<file path="src/rtl/decode.sv">
// decode: second stage of the 16-bit CPU pipeline.
// Merges two-word instructions with their immediate, resolves JMP/BRA locally
// by redirecting fetch, and drops words whose address is off the current path.
module decode #(
  parameter logic [15:0] RESET_PC = 16'h0000
) (
  input  logic        clk_i,
  input  logic        rstn_i,
  input  logic        fetch_valid_i,
  output logic        fetch_ready_o,
  input  logic [15:0] fetch_addr_i,
  input  logic [15:0] fetch_inst_i,
  output logic        fetch_valid_o,
  output logic [15:0] fetch_pc_o,
  output logic        exe_valid_o,
  input  logic        exe_ready_i,
  output logic [15:0] exe_addr_o,
  output logic [3:0]  exe_opcode_o,
  output logic [3:0]  exe_dst_o,
  output logic [3:0]  exe_src_o,
  output logic        exe_imm_valid_o,
  output logic [15:0] exe_imm_o
);

  typedef enum logic {OPC, IMM} state_t;

  localparam logic [3:0] OP_BRA = 4'hE;
  localparam logic [3:0] OP_JMP = 4'hF;

  state_t      state;
  logic [15:0] expected_pc;
  logic [15:0] held_inst;
  logic [15:0] held_addr;

  logic        accept;
  logic        keep;
  logic        is_bra;
  logic        imm_flag;
  logic        held_jmp;
  logic [15:0] next_pc;
  logic [15:0] bra_target;

  // Accept whenever the output register is free or is being drained this cycle.
  assign fetch_ready_o = !exe_valid_o || exe_ready_i;
  assign accept        = fetch_valid_i && fetch_ready_o;
  // Words from an abandoned path carry the wrong address and are ignored.
  assign keep          = accept && (fetch_addr_i == expected_pc);
  assign is_bra        = fetch_inst_i[15:12] == OP_BRA;
  assign imm_flag      = fetch_inst_i[3];
  assign held_jmp      = held_inst[15:12] == OP_JMP;
  assign next_pc       = fetch_addr_i + 16'd1;
  assign bra_target    = fetch_addr_i + 16'd1 + {{8{fetch_inst_i[7]}}, fetch_inst_i[7:0]};

  // Opcode/immediate state machine with registered fetch-redirect and execute outputs.
  always_ff @(posedge clk_i) begin
    if (!rstn_i) begin
      state           <= OPC;
      expected_pc     <= RESET_PC;
      held_inst       <= '0;
      held_addr       <= '0;
      fetch_valid_o   <= 1'b1;
      fetch_pc_o      <= RESET_PC;
      exe_valid_o     <= 1'b0;
      exe_addr_o      <= '0;
      exe_opcode_o    <= '0;
      exe_dst_o       <= '0;
      exe_src_o       <= '0;
      exe_imm_valid_o <= 1'b0;
      exe_imm_o       <= '0;
    end else begin
      fetch_valid_o <= 1'b0;
      if (exe_valid_o && exe_ready_i) exe_valid_o <= 1'b0;
      if (keep) begin
        expected_pc <= next_pc;
        case (state)
          OPC: begin
            if (is_bra) begin
              fetch_valid_o <= 1'b1;
              fetch_pc_o    <= bra_target;
              expected_pc   <= bra_target;
            end else if (imm_flag) begin
              held_inst <= fetch_inst_i;
              held_addr <= fetch_addr_i;
              state     <= IMM;
            end else begin
              exe_valid_o     <= 1'b1;
              exe_addr_o      <= fetch_addr_i;
              exe_opcode_o    <= fetch_inst_i[15:12];
              exe_dst_o       <= fetch_inst_i[11:8];
              exe_src_o       <= fetch_inst_i[7:4];
              exe_imm_valid_o <= 1'b0;
              exe_imm_o       <= '0;
            end
          end
          IMM: begin
            state <= OPC;
            if (held_jmp) begin
              fetch_valid_o <= 1'b1;
              fetch_pc_o    <= fetch_inst_i;
              expected_pc   <= fetch_inst_i;
            end else begin
              exe_valid_o     <= 1'b1;
              exe_addr_o      <= held_addr;
              exe_opcode_o    <= held_inst[15:12];
              exe_dst_o       <= held_inst[11:8];
              exe_src_o       <= held_inst[7:4];
              exe_imm_valid_o <= 1'b1;
              exe_imm_o       <= fetch_inst_i;
            end
          end
          default: state <= OPC;
        endcase
      end
    end
  end

endmodule

</file>
<file path="config.mk">
export PLATFORM = sky130hd
export DESIGN_NAME = decode
export DESIGN_NICKNAME = d
export VERILOG_FILES = /design/src/rtl/decode.sv
export SDC_FILE = /design/constraint.sdc
export NUM_CORES = 1
export LEC_CHECK = 0
export BUFFER_PORTS_ARGS = -buffer_cell sky130_fd_sc_hd__buf_4
export CAP_MARGIN = 40
export CORE_MARGIN = 2
export CORE_UTILIZATION = 36
export CTS_CLUSTER_DIAMETER = 120
export DETAILED_ROUTE_END_ITERATION = 8
export GPL_TIMING_DRIVEN = 0
export PLACE_DENSITY_LB_ADDON = 0.1
export SYNTH_ARGS = -nofsm -noshare
export SYNTH_HDL_FRONTEND = slang
export SYNTH_SLANG_ARGS = --single-unit
</file>
<file path="constraint.sdc">
create_clock -name clk_i -period 8.9 [get_ports clk_i]
set_input_delay 0.89 -clock clk_i [delete_from_list [all_inputs] [get_ports clk_i]]
set_output_delay 0.89 -clock clk_i [all_outputs]
set_load 0.02 [all_outputs]
</file>
; Word level (Yosys, flattened, before mapping)
; Cells that the tools add are included.
[word_totals]
wordCells = 76
ff_bits = 112
[classes]
n_reduce_logical = 8
muxes = 43
addsub = 2
eq_ne = 8
n_bitwise = 2
[ops]
columns = op, count
row1 = 16-bit 2-to-1 mux, 10
row2 = 16-bit one-hot mux with 2 select lines, 4
row3 = 4-bit 2-to-1 mux, 9
row4 = 4-bit one-hot mux with 2 select lines, 3
row5 = "16-bit by 1-bit adder with 16-bit output, second input constant", 1
row6 = 16-bit adder, 1
row7 = 16-bit equality test, 1
row8 = 1-bit 2-to-1 mux, 13
row9 = "4-bit equality test, second input constant", 2
row10 = "2-bit != test, second input constant", 4
row11 = 1-bit one-hot mux with 2 select lines, 4
row12 = 4-bit AND reduction, 2
row13 = 1-bit logical AND, 3
row14 = 3-bit AND reduction, 1
row15 = "2-bit by 1-bit != test with 1-bit output, second input constant", 1
row16 = 1-bit inverter, 2
row17 = 1-bit logical NOT, 1
row18 = 1-bit logical OR, 1

; Depth between registers and ports, before layout
; Gate-level depths: netlist of the first run.
[logic_depth]
word_depth = 6
ltp_mapped = 13

; Least setup slack after synthesis of the first run
; No wires, ideal clock.
[synth_timing]
path_kind = input to register
startpoint = input fetch_addr_i[3]
endpoint = register expected_pc[14]
required_time_ps = 8764
cell_stages = 13
setup_ps = 136
t_arrival_ps = 3574
setup_slack_ps = 5190
cell_sequence = buf_2 -> nand4_1 -> or3_1 -> clkbuf_1 -> xnor2_1 -> inv_1 -> ha_1 -> and2_1 -> a221o_1 -> a22o_1 -> mux2_2 -> o31ai_1 -> a31oi_1
[synth_between]
elab_chain_len = 4
word_cells_on_any_way = 7
cone_classes = add/sub (2) / eq/ne (1) / mux (3) / reduce/logical (1)
[synth_rtl]
columns = item, line
row1 = "start, declared", 11  ; input logic [15:0] fetch_addr_i,
row2 = 16-bit by 1-bit adder with 16-bit output, "51, 52"
row3 = 16-bit adder, 52  ; assign bra_target = fetch_addr_i + 16'd1 + {{8{fetch_inst_i[7]}}, fetch_inst_i[7:0]};
row4 = 16-bit 2-to-1 mux, 77  ; if (is_bra) begin
row5 = 16-bit one-hot mux with 2 select lines, 75  ; case (state)
row6 = "end signal, assigned", 74  ; expected_pc <= next_pc;
row7 = "end signal, assigned", 80  ; expected_pc <= bra_target;
row8 = "end signal, assigned", 100  ; expected_pc <= fetch_inst_i;
row9 = "end, declared", 31  ; logic [15:0] expected_pc;
; Several ways; a longest one is shown, not always the timed one.
; A chain may end at the register's enable or synchronous reset.

; Worst setup path after layout of the first run
[layout_timing]
startpoint = input fetch_addr_i[3]
endpoint = register fetch_pc_o[15]
[layout_between]
elab_chain_len = 4
word_cells_on_any_way = 7
cone_classes = add/sub (2) / eq/ne (1) / mux (2) / reduce/logical (2)
[layout_rtl]
columns = item, line
row1 = 16-bit by 1-bit adder with 16-bit output, 52
row2 = 16-bit adder, 52
row3 = 16-bit 2-to-1 mux, 77
row4 = 16-bit one-hot mux with 2 select lines, 75
row5 = "end signal, assigned", 79  ; fetch_pc_o <= bra_target;
row6 = "end signal, assigned", 99  ; fetch_pc_o <= fetch_inst_i;
row7 = "end, declared", 14  ; output logic [15:0] fetch_pc_o,
; Several ways; a longest one is shown, not always the timed one. The select of a mux whose other input is x is not followed.

==> results of run 1 <==
## path summary, 6_finish.rpt
kind | cells after the start | to | from | slack, ps
hold reg to reg | 2 | exe_imm_o[3] | exe_imm_o[3] | 450
setup reg to reg | 8 | fetch_pc_o[6] | state | 6080
setup / recovery | 13 | fetch_pc_o[15] | fetch_addr_i[3] | 4780
hold / removal | 2 | exe_imm_o[3] | exe_imm_o[3] | 450
## worst max-delay path, cell delays in order
cell      delay [ps]
buf_2            190
nand4_1          280
or3_1            420
clkbuf_1         170
nor3_1           210
xor2_1           380
ha_1             300
nand4_1          200
a211oi_1         360
a211oi_1         110
nand4b_1         320
mux2i_1          380
a31oi_1          130
## logic make-up after synthesis
family	synth area share [%]
flip-flops	36.19
buffers and inverters	5.068
multiplexers	11.66
AND/OR/NAND/NOR	15.20
XOR/XNOR	5.571
AO/OA/AOI/OAI	21.78
adder cells (fa/ha/maj)	4.524
## layout make-up
class                           instances  area (um^2)  share of cell area [%]
Timing Repair Buffer                   94        716.9                   9.888
Buffer                                 55        239.0                   3.296
Clock inverter                          6        55.05                  0.7593
Multi-Input combinational cell        510         3510                   48.40
Sequential cell                       108         2162                   29.82
Tap cell                              220        275.3                   3.796
Inverter                               17        63.81                  0.8801
Clock buffer                           10        229.0                   3.158
## power by group
part	internal [mW]	switching (mW)	total, mW
combinational	0.0599	0.107	0.167
sequential	0.483	0.0000711	0.483
clock	0.196	0.208	0.404
## routing by layer
| metal | GRT usage (%) | vias to the layer above |
|---|---|---|
| li1 | - | 2727 |
| met1 | 34.30 | 2761 |
| met2 | 39.32 | 174 |
| met3 | 2.682 | 20 |
| met4 | 6.870 | 0 |
| met5 | 0 | - |
## cells in the mapped netlist, types with 4 or more instances
master    count  area (um^2)
a211oi_1     39        292.8
a21o_1        5        37.54
a21oi_1      31        155.2
a31oi_1       8        50.05
a32o_1       15        150.1
and3_1        4        25.02
and4_1        4        35.03
buf_2         8        40.04
clkbuf_1     41        153.9
dfxtp_1     108         2162
ha_1         20        250.2
inv_1        17        63.81
mux2_2        5        56.30
mux2i_1      64        640.6
nand2_1      48        180.2
nand3_1      17        85.08
nand4_1      12        75.07
nor2_1       83        311.6
nor3_1       11        55.05
o211a_1       8        80.08
o211ai_1     17        127.6
o21ai_0      29        145.1
o31ai_1       4        30.03
or3_1         4        25.02
xnor2_1      28        245.2
xor2_1       10        87.58
## registers in the layout, summed over array words and instances, names as in the netlist, 4 cells and up
signal and cells:
exe_addr_o 16, exe_imm_o 16, expected_pc 16, fetch_pc_o 16
held_addr 16, held_inst 12, exe_dst_o 4, exe_opcode_o 4
exe_src_o 4
## metrics by stage
| step | hold slack, ps | util (%) | setup WS (ps) | power (mW) | cell area, um^2 |
|---|---|---|---|---|---|
| 2_1_floorplan | 445.1 | - | 5190 | 0.5952 | 5974 |
| 3_3_place_gp | 436.4 | 42.30 | 4494 | 0.6552 | 6940 |
| 3_5_place_dp | 436.8 | 42.46 | 4477 | 0.6579 | 6967 |
| 4_1_cts | 448.9 | 44.19 | 4830 | 1.060 | 7251 |
| 5_1_grt | 482.2 | 44.19 | 4526 | 1.094 | 7251 |
| 6_report | 446.2 | 44.19 | 4780 | 1.053 | 7251 |
==> reports/qor.yml, run 1 <==
wl_met1_um: 10040
drt_iter0_markers: 339
top_layer_used: "met4"
cp_data_arrival_time_ps: 4350
die-area_um2: 17640
max_slew_margin_pct: 43.16
ctsResizeCount: 0
layout_common_cells: "dfxtp_1 (108), buf_4 (92), nor2_1 (83), mux2i_1 (64), nand2_1 (48)"
ctsHtreeMaxLevel: 3
stdcell_count: 1020
ant_nets: 0
wl_met2_um: 9847
crit_path_start_kind: "input pin"
diodes: 0
die_w_um: 132.8
drv_cap: 0
dieHeight_um: 132.8
slew_viol_final: 0
rsz0062_at_grt: "false"
final_layout_size_suffix_gt1_share_pct: 16.13
drc: 0
hpwl_um: 16060
grt_pass1_vias: 5506
ys_async_sr_fraction_pct: 0
hold_class: "reg2reg"
root_buffer: "clkbuf_16"
fp-row-count: 47
first_pass_iters: 5
dr_total_vias: 5682
setup_viol: 0
finClkSkew_ps: 6.238
synth_cell_type_count: 56
grt_pass1_wl_um: 32730
area_delta_synth_final_pct: 21.36
routedWlPerCell_um: 20.90
cts_buffer_depth: 2
synth-edff-count: 0
synthCells: 690
antenna_found_initial: 0
end_kind: "flip-flop"
worstSkewPairLatency_ps: 360
io_pins: 100
hold_viol: 0
ys.flop_type: "dfxtp_1"
start_util_pct: 36.41
max_clock_freq_mhz: 242.7
ctsHoldBuffers: 0
yosys_warnings: 0
wl_met3_um: 1115
p_leak_nw: 3.022
placed_cells: 1004
numCtsBuffers: 9
period_needed_ps: 4120
netlist_area_um2: 5974
final_nets: 852
powerDensity_nw_per_um2: 145.3
wl_um: 21320
grt_max_degree: 20
setup_tns_ps: 0
fillers: 1621
status: "complete, no violations"
syn-mean-instance-area_um2: 8.659
cp_max_fo: 8
crit_type: "in2reg"
finalWeightedCongestion: 0.8939
synth_nets: 747
synth-seq-area-share_pct: 36.19
worstPathRequired_ps: 9130
cts_tree: "built"
overflow: 0
final_common_cell: "dfxtp_1"
tightest_slew_ps: 846.1
cts_num_sinks: 108
via_per_inst: 5.571
post_cts_buffers: 0
period_share_pct: 46.29
peakVddDrop_uv: 95.75
track_usage_pct: 24.31
portBuffers: 92
fp.coreArea_um2: 16410
ys_ff_latch: 108
clk_pin_slew_ps: 80
Power figures use the tool's default switching activity.
==> inputs of run 2 (changes only) <==
--- a/config.mk
+++ b/config.mk
@@ -5,6 +5,7 @@
 export SDC_FILE = /design/constraint.sdc
 export NUM_CORES = 1
 export LEC_CHECK = 0
+export ABC_AREA = 1
 export BUFFER_PORTS_ARGS = -buffer_cell sky130_fd_sc_hd__buf_4
 export CAP_MARGIN = 40
 export CORE_MARGIN = 2
==> constraint.sdc (replaced) <==
create_clock -name clk_i -period 3.4 [get_ports clk_i]
set_input_delay 0.34 -clock clk_i [delete_from_list [all_inputs] [get_ports clk_i]]
set_output_delay 0.34 -clock clk_i [all_outputs]
set_load 0.02 [all_outputs]
==> run 2 against run 1 <==
Effect of this change: combinational power rose to 2.8 times the previous value; power grew to 2.7 times the previous value; sequential share of layout area down 3.3 points; critical path depth rose by 6; cell count up 44%; core utilization fell by 0.59 points; clock power rose to 2.8 times the previous value.
==> reports/qor.yml, run 2 <==
status: "complete, no violations"
crit_type: "in2reg"
worstPathRequired_ps: 3700  # -5430 ps
setup_viol: 0  # unchanged
period_share_pct: 80.12
peakVddDrop_uv: 253.1  # +160%
end_kind: "flip-flop"
hpwl_um: 19410  # +21%
powerDensity_nw_per_um2: 350.6  # +140%
cts_num_sinks: 108  # unchanged
swShare_pct: 29.15  # -0.71 points
cp_max_fo: 7  # -1
wl_um: 24490  # +15%
cts_buffer_depth: 2  # unchanged
final_core_util_pct: 43.60  # -0.59 points
synth_nets: 1183  # +58%
ys_ff_latch: 108  # unchanged
area_delta_synth_final_pct: 19.20
slowest_delay_ps: 390  # -30 ps
final_nets: 1289  # +51%
ctsHtreeMaxLevel: 3  # unchanged
fp-row-count: 50  # +6.4%
die-area_um2: 20120  # +14%
io_pins: 100  # unchanged
drc: 0  # unchanged
start_util_pct: 36.58  # +0.16 points
critPathSlowestCell: "ha_1"
ant_nets: 0  # unchanged
synth_cell_type_count: 39  # -30%
synth-edff-count: 0  # unchanged
dieHeight_um: 141.9  # +6.8%
cts_tree: "built"
tightest_slew_ps: 770.5  # -75.60 ps
yosys_warnings: 0  # unchanged
placed_area_um2: 7848  # +13%
synthCells: 1126  # +63%
worstSkewPairLatency_ps: 360  # about the same
final_layout_size_suffix_gt1_share_pct: 13.59  # -2.5 points
root_buffer: "clkbuf_16"
placed_cells: 1455  # +45%
whs_ps: 278.6  # -167.6 ps
path_cells: "buf_4 -> ha_1 -> nand2_1 -> nor2_1 -> nand2_1 -> nor2_1 -> nand2_1 -> nand2_1 -> nand2_1 -> ha_1 -> nand2_1 -> nor2_1 -> and2_1 -> nand2_1 -> nand2_1 -> inv_1 -> nand2_1 -> nand3_1 -> a21oi_1"
internal_power_mw: 2.025  # +170%
synth_most_common_cell: "nand2_1"
track_usage_pct: 24.54  # +0.23 points
pwr-share-clk_pct: 39.7  # +1.4 points
ctsResizeCount: 0  # unchanged
first_pass_iters: 7  # +2
routedWlPerCell_um: 16.66  # -20%
grt_pass1_vias: 6806  # +24%
max_clock_freq_mhz: 367.1
cpMostUsedCell: "nand2_1"
via_per_inst: 5.008  # -10%
rsz0062_at_grt: "false"
post_cts_buffers: 0  # unchanged
grt_pass1_wl_um: 37810  # +16%
synth_commonest_cells: "nand2_1 (374), nor2_1 (151), inv_1 (110)"
portBuffers: 95  # +3.3%
numCtsBuffers: 9  # unchanged
ctsHoldBuffers: 0  # unchanged
fin_area_um2: 8155  # +12%
drv_cap: 0  # unchanged
die_w_um: 141.9  # +6.8%
overflow: 0  # unchanged
antenna_found_initial: 0  # unchanged
period_needed_ps: 2724
ys.flop_type: "dfxtp_1"
ys_async_sr_fraction_pct: 0  # unchanged
p_comb_share_pct: 16.1  # +0.3 points
setup_tns_ps: 0  # unchanged
syn-mean-instance-area_um2: 6.076  # -30%
stdcell_count: 1470  # +44%
layout_common_cells: "nand2_1 (374), nor2_1 (151), inv_1 (110), dfxtp_1 (108), buf_4 (101)"
drt_iter0_markers: 591  # +74%
synth-seq-area-share_pct: 31.60  # -4.6 points
hold_class: "in2reg"
synthTopCellsByArea: "dfxtp_1 (32%), nand2_1 (21%), nor2_1 (8.3%)"
p_leak_nw: 4.131  # +37%
clk_pin_slew_ps: 80  # about the same
slew_viol_final: 0  # unchanged
fp.coreArea_um2: 18710  # +14%
yosys.area.top_type_share_pct: 31.60  # -4.6 points
dr_total_vias: 7362  # +30%
grt_max_degree: 18  # -10%
cp_data_arrival_time_ps: 3020  # -1330 ps
final_common_cell: "nand2_1"
finClkSkew_ps: 8.966  # +2.728 ps
crit_path_start_kind: "input pin"
netlist_area_um2: 6842  # +15%
seqPwrFrac_pct: 44.2  # -1.6 points
p_switching_mw: 0.8335  # +160%
yosysTopAreaCell: "dfxtp_1"
max_slew_margin_pct: 48.63  # +5.5 points
finalWeightedCongestion: 0.9278  # +3.8%
hold_viol: 0  # unchanged
diodes: 0  # unchanged
[run 2: per-layer routing]
metal	track usage, %	vias to the layer above	part of all wire [%]
met2	38.25	245	43
li1	-	3755	-
met5	0	-	0
met3	3.814	30	6.1
met4	7.842	0	2.6
met1	34.80	3332	48
[run 2: power by group through the flow]
stage / sequential [mW] / combinational [mW] / clock, mW
floorplan: 1.29 / 0.286 / 0
global placement: 1.29 / 0.452 / 0
detailed placement: 1.29 / 0.451 / 0
CTS: 1.26 / 0.453 / 1.15
global route: 1.26 / 0.513 / 1.20
finish: 1.26 / 0.460 / 1.13
[run 2: logic make-up after synthesis]
family,Yosys count,share of synthesized area [%]
AO/OA/AOI/OAI,152,11.36
XOR/XNOR,17,2.176
adder cells (fa/ha/maj),21,3.950
buffers and inverters,174,10.95
flip-flops,108,31.60
AND/OR/NAND/NOR,654,39.96
[run 2: worst max-delay path, delay by kind of cell]
family	cells	cell delay, ps
AND/OR/NAND/NOR	14	1710
adder cells (fa/ha/maj)	2	590
buffers and inverters	2	200
AO/OA/AOI/OAI	1	160
[run 2: stage by stage]
step | worst slack (ps) | power (mW)
after floorplan | 1071 | 1.581
after global placement | 341.4 | 1.747
after detailed placement | 315.1 | 1.745
after CTS | 685.2 | 2.872
after global routing | 385.4 | 2.980
final | 676.0 | 2.859
[run 2: worst paths after layout]
kind / from / endpoint / slack (ps) / cells after the start
setup / recovery: fetch_addr_i[0] / fetch_pc_o[15] / 680 / 19
hold / removal: fetch_inst_i[10] / exe_imm_o[10] / 280 / 3
setup reg to reg: state / fetch_pc_o[0] / 1140 / 6
hold reg to reg: held_addr[10] / held_addr[10] / 460 / 2
[run 2: layout make-up]
type / instances / area [um^2]
Clock inverter: 4 / 55.05
Timing Repair Buffer: 95 / 713.2
Inverter: 124 / 465.4
Buffer: 50 / 284.0
Tap cell: 234 / 292.8
Clock buffer: 11 / 252.7
Fill cell: 2098 / 10550
Multi-Input combinational cell: 844 / 3930
Sequential cell: 108 / 2162
